[config.mk]
export PLATFORM = sky130hd
export DESIGN_NAME = exec_seq_ctrl_flat
export DESIGN_NICKNAME = d
export VERILOG_FILES = /design/src/rtl/exec_seq_ctrl_if.sv /design/src/rtl/exec_seq_ctrl.sv /design/src/flat_wrapper.sv
export SDC_FILE = /design/constraint.sdc
export NUM_CORES = 1
export LEC_CHECK = 0
export CAP_MARGIN = 20
export CORE_ASPECT_RATIO = 0.8
export CORE_MARGIN = 8
export CORE_UTILIZATION = 45
export CTS_CLUSTER_SIZE = 40
export DETAILED_ROUTE_END_ITERATION = 6
export PLACE_DENSITY_LB_ADDON = 0.08
export SYNTH_ARGS = -nofsm -noshare
export SYNTH_HDL_FRONTEND = slang
export SYNTH_SLANG_ARGS = --single-unit
[constraint.sdc]
create_clock -name clk -period 3.5 [get_ports clk]
set_input_delay 0.7 -clock clk [delete_from_list [all_inputs] [get_ports clk]]
set_output_delay 0.7 -clock clk [all_outputs]
set_load 0.02 [all_outputs]
[src/rtl/exec_seq_ctrl_if.sv]
// Memory handshake bundle between the sequencer (master) and the instruction/data memories (slave).
interface exec_seq_ctrl_if;
    logic imem_req;
    logic imem_ready;
    logic dmem_req;
    logic dmem_we;
    logic dmem_ready;

    modport master (
        output imem_req, dmem_req, dmem_we,
        input  imem_ready, dmem_ready
    );

    modport slave (
        input  imem_req, dmem_req, dmem_we,
        output imem_ready, dmem_ready
    );
endinterface

[src/rtl/exec_seq_ctrl.sv]
// Multi-cycle rv32i sequencer: owns the PC, steps fetch/decode/execute/mem/writeback, memory watchdog.
// Optional performance counters are enabled by defining EXEC_SEQ_PERF_CNT_EN.
//
// state    | meaning
// FETCH    | imem request outstanding, latch IR on imem_ready
// DECODE   | decode outputs valid, trap on illegal
// EXEC_OP  | execute operand registers capture
// EXEC_ALU | alu result and pc_next valid
// MEM      | data memory request outstanding
// WB       | register write, PC update, retire
// HALT     | core stopped until reset
module exec_seq_ctrl #(
    parameter logic [31:0] RESET_PC = 32'h0000_0000,
    parameter int unsigned MAX_WAIT = 255
) (
    input  logic        clk,
    input  logic        rst_n,
    exec_seq_ctrl_if.master mem_bus,
    output logic [31:0] pc,
    input  logic [31:0] pc_next,
    output logic        ir_we,
    input  logic        is_load,
    input  logic        is_store,
    input  logic        wb_en,
    input  logic        illegal,
    output logic        op_latch,
    output logic        rf_we,
    output logic        pc_we,
    output logic        retire,
    output logic        halted,
    output logic        bus_err
`ifdef EXEC_SEQ_PERF_CNT_EN
    ,
    output logic [31:0] cycle_cnt,
    output logic [31:0] instret_cnt
`endif
);

    typedef enum logic [2:0] {
        FETCH    = 3'd0,
        DECODE   = 3'd1,
        EXEC_OP  = 3'd2,
        EXEC_ALU = 3'd3,
        MEM      = 3'd4,
        WB       = 3'd5,
        HALT     = 3'd6
    } state_t;

    localparam logic [7:0] WAIT_LIMIT = 8'(MAX_WAIT - 1);

    state_t     state, state_nxt;
    logic [7:0] wait_cnt, wait_cnt_nxt;
    logic       wd_fire;

    always_ff @(posedge clk or negedge rst_n) begin
        if (!rst_n) begin
            state    <= FETCH;
            wait_cnt <= 8'd0;
            pc       <= RESET_PC;
            bus_err  <= 1'b0;
        end else begin
            state    <= state_nxt;
            wait_cnt <= wait_cnt_nxt;
            if (pc_we)
                pc <= pc_next;
            if (wd_fire)
                bus_err <= 1'b1;
        end
    end

    always_comb begin
        state_nxt    = state;
        wd_fire      = 1'b0;
        wait_cnt_nxt = 8'd0;
        case (state)
            FETCH: begin
                if (mem_bus.imem_ready) begin
                    state_nxt = DECODE;
                end else if (wait_cnt == WAIT_LIMIT) begin
                    state_nxt = HALT;
                    wd_fire   = 1'b1;
                end else begin
                    wait_cnt_nxt = wait_cnt + 8'd1;
                end
            end
            DECODE:   state_nxt = illegal ? HALT : EXEC_OP;
            EXEC_OP:  state_nxt = EXEC_ALU;
            EXEC_ALU: state_nxt = (is_load || is_store) ? MEM : WB;
            MEM: begin
                if (mem_bus.dmem_ready) begin
                    state_nxt = WB;
                end else if (wait_cnt == WAIT_LIMIT) begin
                    state_nxt = HALT;
                    wd_fire   = 1'b1;
                end else begin
                    wait_cnt_nxt = wait_cnt + 8'd1;
                end
            end
            WB:       state_nxt = FETCH;
            HALT:     state_nxt = HALT;
            default:  state_nxt = FETCH;
        endcase
    end

    // Moore outputs; only ir_we looks at the fetch handshake
    assign mem_bus.imem_req = (state == FETCH);
    assign ir_we            = (state == FETCH) && mem_bus.imem_ready;
    assign op_latch         = (state == EXEC_OP);
    assign mem_bus.dmem_req = (state == MEM);
    assign mem_bus.dmem_we  = (state == MEM) && is_store;
    assign rf_we            = (state == WB) && wb_en && !is_store;
    assign pc_we            = (state == WB);
    assign retire           = (state == WB);
    assign halted           = (state == HALT);

`ifdef EXEC_SEQ_PERF_CNT_EN
    always_ff @(posedge clk or negedge rst_n) begin
        if (!rst_n) begin
            cycle_cnt   <= 32'd0;
            instret_cnt <= 32'd0;
        end else begin
            cycle_cnt <= cycle_cnt + 32'd1;
            if (retire)
                instret_cnt <= instret_cnt + 32'd1;
        end
    end
`endif

endmodule

[src/flat_wrapper.sv]
// flat-port wrapper written by rule: the top's interface ports become plain ports
module exec_seq_ctrl_flat 
#(
    parameter logic [31:0] RESET_PC = 32'h0000_0000,
    parameter int unsigned MAX_WAIT = 255
)
  (clk, rst_n, pc, pc_next, ir_we, is_load, is_store, wb_en, illegal, op_latch, rf_we, pc_we, retire, halted, bus_err, mem_bus_imem_req, mem_bus_dmem_req, mem_bus_dmem_we, mem_bus_imem_ready, mem_bus_dmem_ready);
  exec_seq_ctrl_if mem_bus_i ();
  input  logic clk;
  input  logic rst_n;
  output logic [31:0] pc;
  input  logic [31:0] pc_next;
  output logic ir_we;
  input  logic is_load;
  input  logic is_store;
  input  logic wb_en;
  input  logic illegal;
  output logic op_latch;
  output logic rf_we;
  output logic pc_we;
  output logic retire;
  output logic halted;
  output logic bus_err;
  output wire logic [$bits(mem_bus_i.imem_req)-1:0] mem_bus_imem_req;
  output wire logic [$bits(mem_bus_i.dmem_req)-1:0] mem_bus_dmem_req;
  output wire logic [$bits(mem_bus_i.dmem_we)-1:0] mem_bus_dmem_we;
  input wire logic [$bits(mem_bus_i.imem_ready)-1:0] mem_bus_imem_ready;
  input wire logic [$bits(mem_bus_i.dmem_ready)-1:0] mem_bus_dmem_ready;
  assign mem_bus_imem_req = mem_bus_i.imem_req;
  assign mem_bus_dmem_req = mem_bus_i.dmem_req;
  assign mem_bus_dmem_we = mem_bus_i.dmem_we;
  assign mem_bus_i.imem_ready = mem_bus_imem_ready;
  assign mem_bus_i.dmem_ready = mem_bus_dmem_ready;
  exec_seq_ctrl #(.RESET_PC(RESET_PC), .MAX_WAIT(MAX_WAIT)) u_core (.clk(clk), .rst_n(rst_n), .mem_bus(mem_bus_i), .pc(pc), .pc_next(pc_next), .ir_we(ir_we), .is_load(is_load), .is_store(is_store), .wb_en(wb_en), .illegal(illegal), .op_latch(op_latch), .rf_we(rf_we), .pc_we(pc_we), .retire(retire), .halted(halted), .bus_err(bus_err));
endmodule
==> Word-level counts from Yosys, hierarchy flattened <==
Cells that the tools add are included.
{ "totals": {"reg_bits": 44, "word_cells": 33, "input_bits": 40, "out_inout_bits": 42} }
{ "op_classes": {"muxes": 14, "n_reduce_logical": 7, "n_addsub": 1, "n_eq_ne": 7} }
{ "op_table": {"columns": ["op", "n"], "rows": [
  ["$mux 8", 3],
  ["$pmux 3 s6", 1],
  ["$pmux 8 s2", 1],
  ["$mux 3", 4],
  ["$eq 3x3->1 const B", 3],
  ["$add 8x1->8 const B", 1],
  ["$eq 8x8->1 const B", 1],
  ["$eq 3x2->1 const B", 2],
  ["$logic_and 1x1->1", 4],
  ["$mux 1", 4],
  ["$eq 3x1->1 const B", 1],
  ["$logic_not 3->1", 1],
  ["$pmux 1 s2", 1],
  ["$logic_not 1->1", 1],
  ["$logic_or 1x1->1", 1]
]} }

==> Logic depth before layout (Yosys ltp) <==
{ "logic_depth": {"word_depth": 4, "mapped_depth": 5, "mapped_depth_nobuf": 5} }

==> Worst setup path before layout <==
OpenSTA, ideal clock, no wires.
{ "synth_path": {"path_type": "reg-to-output", "start": "register u_core.state[1]", "end": "output mem_bus_dmem_we", "n_path_buf": 1, "path_stages_with_launch": 4, "path_slack_ps": 1267, "required_ps": 2800, "arrival_time_ps": 1533, "path_cell_list": "dfrtp_1 -> clkbuf_1 -> nor3b_1 -> and2_1"} }
{ "synth_via": {"elab_chain_cells": 2} }
{ "synth_lines": {"columns": ["element", "line_no", "source"], "rows": [
  ["from (decl)", "exec_seq_ctrl.sv:51", "state_t state, state_nxt;"],
  ["from (signal assigned)", "exec_seq_ctrl.sv:62", "state <= state_nxt;"],
  ["$eq 3x3->1", null, null],
  ["net mem_bus_dmem_req", "flat_wrapper.sv:25", "output wire logic [$bits(mem_bus_i.dmem_req)-1:0] mem_bus_dmem_req;"],
  ["$logic_and 1x1->1", "exec_seq_ctrl.sv:110", "assign mem_bus.dmem_we = (state == MEM) && is_store;"],
  ["to (decl)", "flat_wrapper.sv:26", "output wire logic [$bits(mem_bus_i.dmem_we)-1:0] mem_bus_dmem_we;"]
]} }
The timed path passes the listed nets, and every way through them passes these cells.

==> Worst setup path in the final report <==
{ "layout_path": {"start": "register u_core.state[0]", "end": "output rf_we"} }
{ "layout_via": {"elab_chain_cells": 3} }
{ "layout_lines": {"columns": ["element", "line_no", "source"], "rows": [
  ["$eq 3x3->1", "exec_seq_ctrl.sv:111", "assign rf_we = (state == WB) && wb_en && !is_store;"],
  ["$logic_and 1x1->1 (2 in a row)", "exec_seq_ctrl.sv:111", null],
  ["to (decl)", "flat_wrapper.sv:19", "output logic rf_we;"]
]} }
Every way passes these cells.

==> flow_summary.json <==
{
  "grt_overflow": 0,
  "worst_setup_path_end_kind": "output port",
  "hold_start": "u_core.bus_err$_DFFE_PN0P_",
  "yosysTopAreaCell": "dfrtp_1",
  "rrSetupSlack_ns": 1.69,
  "dr.pass1.iters": 4,
  "postCtsSetupRepairBufs": 0,
  "crit_chain": "nand3b_2 -> nor3b_1 -> clkdlybuf4s50_1",
  "cts.repair.resized": 0,
  "finalSetupViolations": 0,
  "fin_crit_ns": 2.95,
  "netlist.area_leader.share": 0.588,
  "ys_top_cells_by_count": "44 x dfrtp_1, 33 x mux2_2, 6 x nor2_1, 6 x o21ai_0, 5 x a21oi_1",
  "finalHoldViolations": 0,
  "port_buffers": 81,
  "seq_area_frac_synth": 0.588,
  "wl_per_cell_um": 16.2,
  "drv_slew": 0,
  "min_path_type": "reg -> reg",
  "ys.flop_type": "dfrtp_1",
  "cp_slowest_stage_delay_ns": 0.64,
  "antennaDiodeCount": 0,
  "status": "finished clean",
  "cp_max_fo": 17,
  "r2r_cells": 3,
  "cts_tree": "done",
  "yosysWarnings": 0,
  "postLayoutCellArea_mm2": 0.00281,
  "area_growth_pct": 50.2,
  "cts.sinks": 44,
  "rsz0062_at_grt": "no",
  "fp-row-count": 21,
  "p_per_area_mw_per_mm2": 864,
  "num_vias": 1383,
  "clockBufferDepth": 2,
  "synthMostInstantiatedCell": "dfrtp_1",
  "avgSynthCellArea_um2": 13.5,
  "worst-path-buf-inv": 1,
  "min_path_cells": 1,
  "drive_above_1_share": 0.203,
  "clk_latency_ns": 0.28,
  "path_clk_slew_ns": 0.08,
  "synth_area_mm2": 0.00187,
  "h-tree-depth": 2,
  "r2r-start": "u_core.state[0]$_DFF_PN0_",
  "place_area_mm2": 0.00272,
  "die_h_um": 73.7,
  "grt_pass1_vias": 1412,
  "ant_nets": 0,
  "synth_cells": 139,
  "finClkSkew_ns": 0.00331,
  "numCtsBuffers": 5,
  "synth_edf_count": 0,
  "crit_family": "simple AND/OR/NAND/NOR gates",
  "synth_fp_nets": 181,
  "p_leak_nw": 1.15,
  "synthArstFlopShare": 1.00,
  "core_mm2": 0.00410,
  "period_share": 0.843,
  "synth-seq-cells": 44,
  "slew_headroom": 0.365,
  "cts_root_buffer": "clkbuf_8",
  "drtIter0Drc": 43,
  "antenna_found_initial": 0,
  "die_area_mm2": 0.00649,
  "vdd_drop_max_mv": 0.415,
  "grt_pass1_wl_um": 6940,
  "fmax_mhz": 339,
  "path_class": "reg -> out",
  "drv_cap": 0,
  "r2r-end": "u_core.pc[12]$_DFFE_PN0P_",
  "hpwl_um": 3550,
  "holdPathEnd": "u_core.bus_err$_DFFE_PN0P_",
  "startpoint_type": "flip-flop",
  "io_pins": 82,
  "track_usage": 0.136,
  "ys_types": 32,
  "tns_ns": 0,
  "synth_area_leaders": "dfrtp_1 59%, mux2_2 20%, o21ai_0 1.6%",
  "via_per_inst": 4.96,
  "slowest_stage": "clkdlybuf4s50_1",
  "worst_pin_slew_ns": 0.953,
  "postRouteWirelength_um": 4530,
  "required_ns": 2.80,
  "drc_errors": 0,
  "gp_congestion": 0.805,
  "cp_data_arrival_time_ns": 2.25,
  "final_nets": 263,
  "grt_max_degree": 45,
  "die_w_um": 88.1,
  "ctsHoldBuffers": 0,
  "start_util": 0.457
}
## through the flow
| stage | total power [W] | hold slack (ns) | setup slack [ns] | cells | util |
|---|---|---|---|---|---|
| 5_1_grt | 0.00257 | 0.507 | 0.365 | 279 | 0.686 |
| 4_1_cts | 0.00246 | 0.493 | 0.502 | 279 | 0.686 |
| 3_5_place_dp | 0.00215 | 0.475 | 0.805 | 271 | 0.664 |
| 6_report | 0.00243 | 0.480 | 0.549 | 279 | 0.686 |
| 3_3_place_gp | 0.00210 | 0.464 | 0.848 | 271 | 0.664 |
| 2_1_floorplan | 0.00155 | 0.404 | 1.27 | 139 | - |
## area by class of cell
cell class / count / area (µm²)
Clock buffer: 8 / 90.1
Sequential cell: 44 / 1100
Fill cell: 316 / 1290
Timing Repair Buffer: 82 / 813
Multi-Input combinational cell: 85 / 724
Tap cell: 57 / 71.3
Inverter: 3 / 11.3
## layer usage
| layer | track usage | vias up | wire (µm) |
|---|---|---|---|
| met5 | 0 | - | 0 |
| met4 | 0.0280 | 0 | 39 |
| met3 | 0.0536 | 4 | 449 |
| met2 | 0.233 | 51 | 2220 |
| met1 | 0.157 | 676 | 1810 |
| li1 | - | 652 | - |
## report_power, final
group,switching [W],internal (W),leakage [nW]
sequential,0.000154,0.000726,0.535
combinational,0.000563,0.000672,0.575
clock,0.000153,0.000161,0.0455
## how the worst max path moves through the flow
stage                      end                      start  depth (start not counted)
6_report                 rf_we  u_core.state[0]$_DFF_PN0_                          3
5_1_grt                  rf_we  u_core.state[0]$_DFF_PN0_                          3
4_1_cts                  rf_we  u_core.state[0]$_DFF_PN0_                          3
3_5_place_dp             ir_we         mem_bus_imem_ready                          3
3_3_place_gp             rf_we                      wb_en                          3
2_1_floorplan  mem_bus_dmem_we  u_core.state[1]$_DFF_PN0_                          3
## registers in the layout (all words and copies together), names as in the netlist
signal	cells
u_core.pc	32
u_core.state	3
u_core.wait_cnt	8
u_core.bus_err	1
## logic make-up after synthesis
kind of cell | count (synthesis) | share of synthesized area
muxes | 35 | 0.209
AOI/OAI and AO/OA | 16 | 0.0588
xor gates and xnor gates | 3 | 0.0140
buffers and inverters | 10 | 0.0247
DFF | 44 | 0.588
adders and majority gates | 2 | 0.0134
and+or+nand+nor | 29 | 0.0916
## cells in the final DEF (no fill, tap or decap), drive strengths merged, types with 3 or more instances in the layout
cell	netlist	routed
nand2	4	4
nand3	3	3
clkbuf	2	8
o21ai	6	6
mux2	33	33
inv	3	3
dfrtp	44	44
clkdlybuf4s50	0	80
nor3b	3	3
nor2	6	6
a21oi	5	5
Power figures use the tool's default switching activity.
